**config.mk**
```make
export PLATFORM = sky130hd
export DESIGN_NAME = u_rca24_acc_stream_flat
export DESIGN_NICKNAME = d
export VERILOG_FILES = /design/src/rtl/u_rca24_pkg.sv /design/src/rtl/u_rca24_acc_stream_if.sv /design/src/rtl/f_u_rca24.sv /design/src/rtl/u_rca24_acc_stream.sv /design/src/flat_wrapper.sv
export SDC_FILE = /design/constraint.sdc
export NUM_CORES = 1
export LEC_CHECK = 0
export ABC_AREA = 1
export CAP_MARGIN = 20
export CORE_ASPECT_RATIO = 0.6
export CORE_MARGIN = 4
export CORE_UTILIZATION = 47
export CTS_CLUSTER_SIZE = 14
export DETAILED_ROUTE_END_ITERATION = 10
export PLACE_DENSITY = 0.81
export SLEW_MARGIN = 20
export SYNTH_ARGS = -nofsm -noshare
export SYNTH_HDL_FRONTEND = slang
export SYNTH_HIERARCHICAL = 1
export SYNTH_SLANG_ARGS = --single-unit
```
**constraint.sdc**
```tcl
create_clock -name clk -period 39.5 [get_ports clk]
set_input_delay 11.85 -clock clk [delete_from_list [all_inputs] [get_ports clk]]
set_output_delay 11.85 -clock clk [all_outputs]
set_load 0.1 [all_outputs]
```
**src/rtl/u_rca24_pkg.sv**
```systemverilog
// Shared types and widths for the streaming 24-bit ripple-carry accumulator.
// The result struct is sized by the default carry-extension and counter widths.
package u_rca24_pkg;
  localparam int RCA_W       = 24;
  localparam int RCA_OUT_W   = 25;
  localparam int DEF_CARRY_W = 8;
  localparam int DEF_CNT_W   = 16;
  localparam int RES_SUM_W   = RCA_W + DEF_CARRY_W;

  typedef enum logic {
    ACC  = 1'b0,
    DONE = 1'b1
  } state_e;

  typedef struct packed {
    logic [RES_SUM_W-1:0] sum;
    logic [DEF_CNT_W-1:0] cnt;
    logic                 ovf;
  } result_t;
endpackage

```
**src/rtl/u_rca24_acc_stream_if.sv**
```systemverilog
// Operand stream in, packet result out, bundled for the accumulator.
// Both streams: a beat/result transfers on a rising edge where valid and ready are both 1;
// the producer holds valid and its payload until that edge, and ready may depend on state only.
interface u_rca24_acc_stream_if #(
  parameter int CARRY_W = 8,
  parameter int CNT_W   = 16
);
  logic                  in_valid;
  logic                  in_ready;
  logic [23:0]           in_data;
  logic                  in_last;
  logic                  out_valid;
  logic                  out_ready;
  logic [24+CARRY_W-1:0] out_sum;
  logic [CNT_W-1:0]      out_cnt;
  logic                  out_ovf;

  modport slave (
    input  in_valid, in_data, in_last, out_ready,
    output in_ready, out_valid, out_sum, out_cnt, out_ovf
  );

  modport master (
    output in_valid, in_data, in_last, out_ready,
    input  in_ready, out_valid, out_sum, out_cnt, out_ovf
  );
endinterface

```
**src/rtl/f_u_rca24.sv**
```systemverilog
// 24-bit unsigned ripple-carry adder; bit 24 of the output is the carry out.
module f_u_rca24 (
  input  logic [23:0] a,
  input  logic [23:0] b,
  output logic [24:0] f_u_rca24_out
);
  logic [24:0] c;

  always_comb begin
    c             = '0;
    f_u_rca24_out = '0;
    for (int i = 0; i < 24; i++) begin
      f_u_rca24_out[i] = a[i] ^ b[i] ^ c[i];
      c[i+1]           = (a[i] & b[i]) | (c[i] & (a[i] ^ b[i]));
    end
    f_u_rca24_out[24] = c[24];
  end
endmodule

```
**src/rtl/u_rca24_acc_stream.sv**
```systemverilog
// Packet accumulator: sums a stream of 24-bit operands into {carry_cnt, acc},
// counts operands, saturates on overflow and holds the result until it is taken.
module u_rca24_acc_stream
  import u_rca24_pkg::*;
#(
  parameter int CARRY_W = DEF_CARRY_W,
  parameter int CNT_W   = DEF_CNT_W
) (
  input  logic                 clk,
  input  logic                 rst,
  u_rca24_acc_stream_if.slave  bus,
  output state_e               dbg_state
);
  state_e               state_q, state_d;
  logic [RCA_W-1:0]     acc_q, acc_d;
  logic [CARRY_W-1:0]   carry_q, carry_d;
  logic [CNT_W-1:0]     cnt_q, cnt_d;
  logic                 ovf_q, ovf_d;
  result_t              res_q, res_d;

  logic [RCA_OUT_W-1:0] add_out;
  logic                 fire;
  logic                 sat_hit;
  logic [RCA_W-1:0]     acc_nx;
  logic [CARRY_W-1:0]   carry_nx;
  logic [CNT_W-1:0]     cnt_nx;

  f_u_rca24 u_add (
    .a             (acc_q),
    .b             (bus.in_data),
    .f_u_rca24_out (add_out)
  );

  always_comb begin
    state_d = state_q;
    acc_d   = acc_q;
    carry_d = carry_q;
    cnt_d   = cnt_q;
    ovf_d   = ovf_q;
    res_d   = res_q;

    fire = bus.in_valid && (state_q == ACC);

    // Once the extension counter has nowhere to go, the total is pinned at all-ones.
    sat_hit = ovf_q || ((&carry_q) && add_out[RCA_W]);
    if (sat_hit) begin
      acc_nx   = '1;
      carry_nx = '1;
    end else begin
      acc_nx   = add_out[RCA_W-1:0];
      carry_nx = carry_q + CARRY_W'(add_out[RCA_W]);
    end
    cnt_nx = (&cnt_q) ? cnt_q : cnt_q + CNT_W'(1);

    if (state_q == ACC) begin
      if (fire) begin
        if (bus.in_last) begin
          res_d.sum = {carry_nx, acc_nx};
          res_d.cnt = cnt_nx;
          res_d.ovf = sat_hit;
          acc_d     = '0;
          carry_d   = '0;
          cnt_d     = '0;
          ovf_d     = 1'b0;
          state_d   = DONE;
        end else begin
          acc_d   = acc_nx;
          carry_d = carry_nx;
          cnt_d   = cnt_nx;
          ovf_d   = sat_hit;
        end
      end
    end else begin
      if (bus.out_ready) begin
        state_d = ACC;
      end
    end
  end

  always_ff @(posedge clk) begin
    if (rst) begin
      state_q <= ACC;
      acc_q   <= '0;
      carry_q <= '0;
      cnt_q   <= '0;
      ovf_q   <= 1'b0;
      res_q   <= '0;
    end else begin
      state_q <= state_d;
      acc_q   <= acc_d;
      carry_q <= carry_d;
      cnt_q   <= cnt_d;
      ovf_q   <= ovf_d;
      res_q   <= res_d;
    end
  end

  assign bus.in_ready  = (state_q == ACC);
  assign bus.out_valid = (state_q == DONE);
  assign bus.out_sum   = res_q.sum;
  assign bus.out_cnt   = res_q.cnt;
  assign bus.out_ovf   = res_q.ovf;
  assign dbg_state     = state_q;
endmodule

```
**src/flat_wrapper.sv**
```systemverilog
// flat-port wrapper written by rule: the top's interface ports become plain ports
module u_rca24_acc_stream_flat import u_rca24_pkg::*;
#(
  parameter int CARRY_W = DEF_CARRY_W,
  parameter int CNT_W   = DEF_CNT_W
)
  (clk, rst, dbg_state, bus_in_valid, bus_in_data, bus_in_last, bus_out_ready, bus_in_ready, bus_out_valid, bus_out_sum, bus_out_cnt, bus_out_ovf);
  u_rca24_acc_stream_if #(.CARRY_W(CARRY_W), .CNT_W(CNT_W)) bus_i ();
  input  logic clk;
  input  logic rst;
  output state_e dbg_state;
  input wire logic [$bits(bus_i.in_valid)-1:0] bus_in_valid;
  input wire logic [$bits(bus_i.in_data)-1:0] bus_in_data;
  input wire logic [$bits(bus_i.in_last)-1:0] bus_in_last;
  input wire logic [$bits(bus_i.out_ready)-1:0] bus_out_ready;
  output wire logic [$bits(bus_i.in_ready)-1:0] bus_in_ready;
  output wire logic [$bits(bus_i.out_valid)-1:0] bus_out_valid;
  output wire logic [$bits(bus_i.out_sum)-1:0] bus_out_sum;
  output wire logic [$bits(bus_i.out_cnt)-1:0] bus_out_cnt;
  output wire logic [$bits(bus_i.out_ovf)-1:0] bus_out_ovf;
  assign bus_i.in_valid = bus_in_valid;
  assign bus_i.in_data = bus_in_data;
  assign bus_i.in_last = bus_in_last;
  assign bus_i.out_ready = bus_out_ready;
  assign bus_in_ready = bus_i.in_ready;
  assign bus_out_valid = bus_i.out_valid;
  assign bus_out_sum = bus_i.out_sum;
  assign bus_out_cnt = bus_i.out_cnt;
  assign bus_out_ovf = bus_i.out_ovf;
  u_rca24_acc_stream #(.CARRY_W(CARRY_W), .CNT_W(CNT_W)) u_core (.clk(clk), .rst(rst), .bus(bus_i), .dbg_state(dbg_state));
endmodule
```
Yosys cells after proc, flatten, opt, wreduce, memory -nomap -nowiden

Cells that the tools add are included.

Bitwise gates (word level): 118
Add/sub/neg operators: 2
Multiplexer cells: 11
Reductions and logical operators: 7

Operators by type and width:

| cell                  | number |
|---|---|
| $mux 24               | 2 |
| $and 1x1->1           | 47 |
| $xor 1x1->1           | 47 |
| $mux 16               | 2 |
| $or 1x1->1            | 23 |
| $add 16x1->16 const B | 1 |
| $mux 8                | 2 |
| $reduce_and 16->1     | 1 |
| $add 8x1->8           | 1 |
| $reduce_and 8->1      | 1 |
| $mux 1                | 5 |
| $reduce_and 3->1      | 1 |
| $logic_and 1x1->1     | 2 |
| $reduce_and 2->1      | 1 |
| $logic_or 1x1->1      | 1 |
| $not 1->1             | 1 |

Output and inout port bits: 52
Register bits: 99
Word-level logic and storage cells: 146

Longest topological paths before layout

Depth in word-level cells: 51
Depth in mapped cells: 37

Hierarchy

The synthesis kept the hierarchy.

By module, submodules not included:

| module             | seq. area each (um^2) | times used | area an instance (um^2) | cells an instance |
|---|---|---|---|---|
| u_rca24_acc_stream | 1981.9                | 1          | 4356.7                  | 609 |
| f_u_rca24          | 0.0                   | 1          | 510.5                   | 34 |

Least setup slack after synthesis

Ideal clock, no wire load.

Path type: input -> register
Start point: in bus_in_data[0]
End point: reg u_core.carry_q[1]
Buffers on the path: 0
Setup slack: 18.095 ns
Arrival time: 21.272 ns
Required time: 39.368 ns
Cell stages on the path: 33
Setup time: 0.132 ns
Path through: ha_1 fa_1 fa_1 fa_1 fa_1 fa_1 fa_1 fa_1 fa_1 fa_1 fa_1 fa_1 fa_1 fa_1 fa_1 fa_1 inv_1 fa_1 inv_1 fa_1 fa_1 fa_1 fa_1 fa_1 fa_1 inv_1 fa_1 inv_1 ha_1 ha_1 or2_2 nand2_1 a21oi_1

Cells in the longest elaborated chain, start to end: 51
Elaborated cells on any way between the ends: 52
Those cells by class: 1 x add/sub; 2 x mux; 47 x bitwise; 2 x reduce/logical

Ends and longest elaborated chain:

| element                                             | line                     | source |
|---|---|---|
| start: declaration                                  | flat_wrapper.sv:13       | `input wire logic [$bits(bus_i.in_data)-1:0] bus_in_data;` |
| $and 1x1->1 (*) (2 in a row)                        | f_u_rca24.sv:14          | `c[i+1] = (a[i] & b[i]) \| (c[i] & (a[i] ^ b[i]));` |
| $or 1x1->1 (*)                                      | f_u_rca24.sv:14          |  |
| $and 1x1->1 (*)                                     | f_u_rca24.sv:14          |  |
| $or 1x1->1 (*)                                      | f_u_rca24.sv:14          |  |
| $and 1x1->1 (*)                                     | f_u_rca24.sv:14          |  |
| $or 1x1->1 (*)                                      | f_u_rca24.sv:14          |  |
| $and 1x1->1 (*)                                     | f_u_rca24.sv:14          |  |
| $or 1x1->1 (*)                                      | f_u_rca24.sv:14          |  |
| [... 34 more ...]                                   | n/a                      |  |
| $and 1x1->1 (*)                                     | f_u_rca24.sv:14          |  |
| $or 1x1->1 (*)                                      | f_u_rca24.sv:14          |  |
| $and 1x1->1 (*)                                     | f_u_rca24.sv:14          |  |
| $or 1x1->1 (*)                                      | f_u_rca24.sv:14          |  |
| net u_core.add_out[24]                              | u_rca24_acc_stream.sv:21 | `logic [RCA_OUT_W-1:0] add_out;` |
| branches (longest 2 deep; another with $add 8x1->8) | n/a                      |  |
| $mux 8 (*)                                          | u_rca24_acc_stream.sv:46 | `if (sat_hit) begin` |
| $mux 8 (*)                                          | u_rca24_acc_stream.sv:57 | `if (bus.in_last) begin` |
| end signal: assignment                              | u_rca24_acc_stream.sv:91 | `carry_q <= carry_d;` |
| end: declaration                                    | u_rca24_acc_stream.sv:16 | `logic [CARRY_W-1:0] carry_q, carry_d;` |

Mark *: on every way through the listed nets, which the timed path passes.
A chain may end at the register's enable or synchronous reset.

Final worst setup path

Start point: in bus_in_data[0]
End point: reg u_core.carry_q[4]

The elaborated chain is that of the path after synthesis.

==> results.py <==
metrics = {
    "layout": {
        "finish.utilization_pct": 60.46,
        "final_common_cell": "nand2_1",
        "diodes": 0,
        "layout_common_cells": "203 x nand2_1, 99 x dfxtp_1, 79 x clkdlybuf4s50_1, 60 x nand3_1, 59 x inv_1",
        "final_cells": 844,
        "drive_above_1_share_pct": 8.181,
        "nNetsFinal": 762,
        "area_growth_pct": 24.04,
        "fin_area_um2": 6037,
    },
    "place": {
        "gp_congestion": 0.8974,
        "place_area_um2": 5700,
        "place_hpwl_um": 8534,
        "io_buffer_count": 80,
        "placed_cells": 829,
    },
    "logic_synthesis": {
        "seq_area_frac_synth_pct": 40.72,
        "postSynthNetCount": 699,
        "synth_flop_cell": "dfxtp_1",
        "synth_cells": 643,
        "synth_edf_count": 0,
        "avgSynthCellArea_um2": 7.569,
        "yosysWarnings": 6,
        "mappedNetlistArea_um2": 4867,
        "synthArstFlopShare_pct": 0,
        "synth.distinct_cells": 30,
        "ys_ff_latch": 99,
    },
    "clocking": {
        "post_cts_buffers": 0,
        "clockRootBuffer": "clkbuf_16",
        "cts_tree": "yes",
        "cts_buffers": 9,
        "cts_hold_buffers": 0,
        "clock-sinks": 99,
        "cts_buffer_depth": 2,
        "cts_resized": 0,
        "htree_levels": 3,
        "clock_latency_ps": 350,
        "path_clk_slew_ps": 60,
    },
    "timing": {
        "period_needed_ps": 22030,
        "setup_viol": 0,
        "tightest_slew_ps": 1044,
        "fin_worst_skew_ps": 5.408,
        "grt_setup_unrepaired": "no",
        "setup_tns_ps": 0,
        "hold_violations": 0,
        "maxSlewHeadroom_pct": 30.20,
        "slew_violations": 0,
        "min_period_over_period_pct": 55.76,
        "max_freq_mhz": 45.40,
    },
    "hold_path": {
        "min_to": "u_core/acc_q[16]$_SDFFE_PP0P_",
        "min_from": "u_core/acc_q[16]$_SDFFE_PP0P_",
        "hold_depth": 2,
        "worst_hold_path_type": "flip-flop to flip-flop",
    },
    "grt": {
        "grt_overflow_total": 0,
        "grt_first_pass_wirelength_um": 20770,
        "grt_pass1_vias": 4192,
        "track_usage_pct": 21.26,
        "antenna_found_initial": 1,
        "grt_max_degree": 64,
    },
    "power": {
        "pwr_density_cell_nw_per_um2": 40.36,
        "intPower_w": 0.0001751,
        "seqPwrFrac_pct": 43.5,
        "leakage_nw": 2.544,
        "ir_drop_uv": 25.91,
        "swShare_pct": 28.13,
        "clockPowerShare_pct": 38.6,
        "netSwitchingPower_w": 0.00006855,
        "power_w": 0.0002437,
        "comb_power_share_pct": 17.9,
    },
    "setup_path": {
        "cp-start-kind": "primary input",
        "max_stage_delay_ps": 430,
        "crit_path_end_kind": "flip-flop",
        "r2r_cells": 35,
        "r2r_start": "u_core/acc_q[0]$_SDFFE_PP0P_",
        "crit_buf_inv": 5,
        "cp.arrival_ps": 22230,
        "worst-setup-path-type": "primary input to flip-flop",
        "crit_slowest_cell": "fa_1",
        "critical_path_required_ps": 39700,
        "path_delay_family": "adder cells",
        "path_max_fanout": 3,
        "cp_common_cell": "fa_1",
        "cp.depth": 36,
        "r2r_end": "u_core/carry_q[4]$_SDFFE_PP0P_",
        "worst-r2r-setup-slack_ps": 29060,
    },
    "routing": {
        "vias": 4299,
        "first_iter_violations": 417,
        "drt_pass1_iterations": 5,
        "viasPerCell": 5.094,
        "wl_per_cell_um": 14.69,
        "drc": 0,
        "drt.antenna.violating_nets": 0,
        "drt_wl_total_um": 12400,
    },
    "run": {
        "cap_violations": 0,
    },
    "floorplan": {
        "die_w_um": 139.4,
        "core_um2": 9985,
        "start_util_pct": 48.75,
        "rows": 28,
        "ios": 81,
        "die_h_um": 86.83,
        "die-area_um2": 12100,
    },
    "outcome": {
        "status": "completed",
    },
}
[layout make-up]
cell class              instances  area (um^2)
fillers                       847         3948
repair buffers                 86        853.3
inverters                      62        232.7
multi-input cells             448         2484
well taps                     135        168.9
flip-flops and latches         99         1982
clock buffers                  12        256.5
clock inverters                 2        60.06
[power by group through the flow]
stage | logic, W | clock network (W) | registers [W]
2_1_floorplan | 0.0000168 | 0 | 0.000122
3_3_place_gp | 0.0000423 | 0 | 0.000108
3_5_place_dp | 0.0000431 | 0 | 0.000108
4_1_cts | 0.0000435 | 0.0000962 | 0.000106
5_1_grt | 0.0000471 | 0.000101 | 0.000106
6_report | 0.0000436 | 0.0000941 | 0.000106
[state kept, by name (all words and copies together) (netlist names)]
register	flops
u_core/bus.out_sum	32
u_core/cnt_q	16
u_core/acc_q	24
u_core/ovf_q	1
u_core/bus.out_cnt	16
u_core/bus.out_ovf	1
u_core/bus.out_valid	1
u_core/carry_q	8
[worst max path at each step]
stage,from,end,slack [ps]
after global routing,bus_in_data[0],u_core/carry_q[6]$_SDFFE_PP0P_,16970
after CTS,bus_in_data[0],u_core/carry_q[6]$_SDFFE_PP0P_,17480
after global placement,bus_in_data[0],u_core/carry_q[4]$_SDFFE_PP0P_,17330
after floorplan,bus_in_data[0],u_core/carry_q[1]$_SDFFE_PP0P_,18100
after detailed placement,bus_in_data[0],u_core/carry_q[4]$_SDFFE_PP0P_,17130
final,bus_in_data[0],u_core/carry_q[4]$_SDFFE_PP0P_,17470
[per-stage QoR]
| step | hold WS [ps] | setup slack (ps) |
|---|---|---|
| after global placement | 454.2 | 17330 |
| final | 469.3 | 17470 |
| after CTS | 470.5 | 17480 |
| after floorplan | 445.3 | 18100 |
| after global routing | 491.3 | 16970 |
| after detailed placement | 461.0 | 17130 |
[kinds of logic after synthesis]
logic type | synth area share (%)
xor+xnor | 1.260
buf+inv | 8.406
compound gates | 9.769
flops | 40.72
simple gates | 29.36
fa+ha+maj | 10.49
[worst min-delay path: cells and delay by family (launching register included)]
family / cells / cell delay, ps
flip-flops: 1 / 310
AND/OR/NAND/NOR: 1 / 60
AO/OA/AOI/OAI: 1 / 60
[layer usage]
metal / global-route usage (%) / wire (um) / up-vias
li1: - / - / 2140
met1: 29.98 / 5996 / 2003
met2: 31.55 / 5431 / 137
met3: 6.009 / 791 / 17
met4: 7.105 / 155 / 2
met5: 0 / 20 / -
[synth_stat cells, types with 2 or more instances]
cell / n / area (um^2)
inv_2: 3 / 11.26
buf_2: 9 / 45.04
xor2_1: 6 / 52.55
or2_1: 13 / 81.33
buf_6: 4 / 45.04
a21oi_2: 6 / 52.55
ha_1: 4 / 50.05
inv_1: 59 / 221.5
buf_4: 2 / 15.01
fa_1: 23 / 460.4
nor2_2: 4 / 25.02
nor2_1: 17 / 63.81
nand2_2: 5 / 31.28
clkbuf_1: 18 / 67.56
nand2_1: 203 / 762.0
or2_2: 16 / 100.1
nand3_1: 60 / 300.3
o21ai_0: 23 / 115.1
nand4_1: 4 / 25.02
dfxtp_1: 99 / 1982
a21oi_1: 54 / 270.3
o21bai_1: 3 / 22.52
Power figures use the tool's default switching activity.
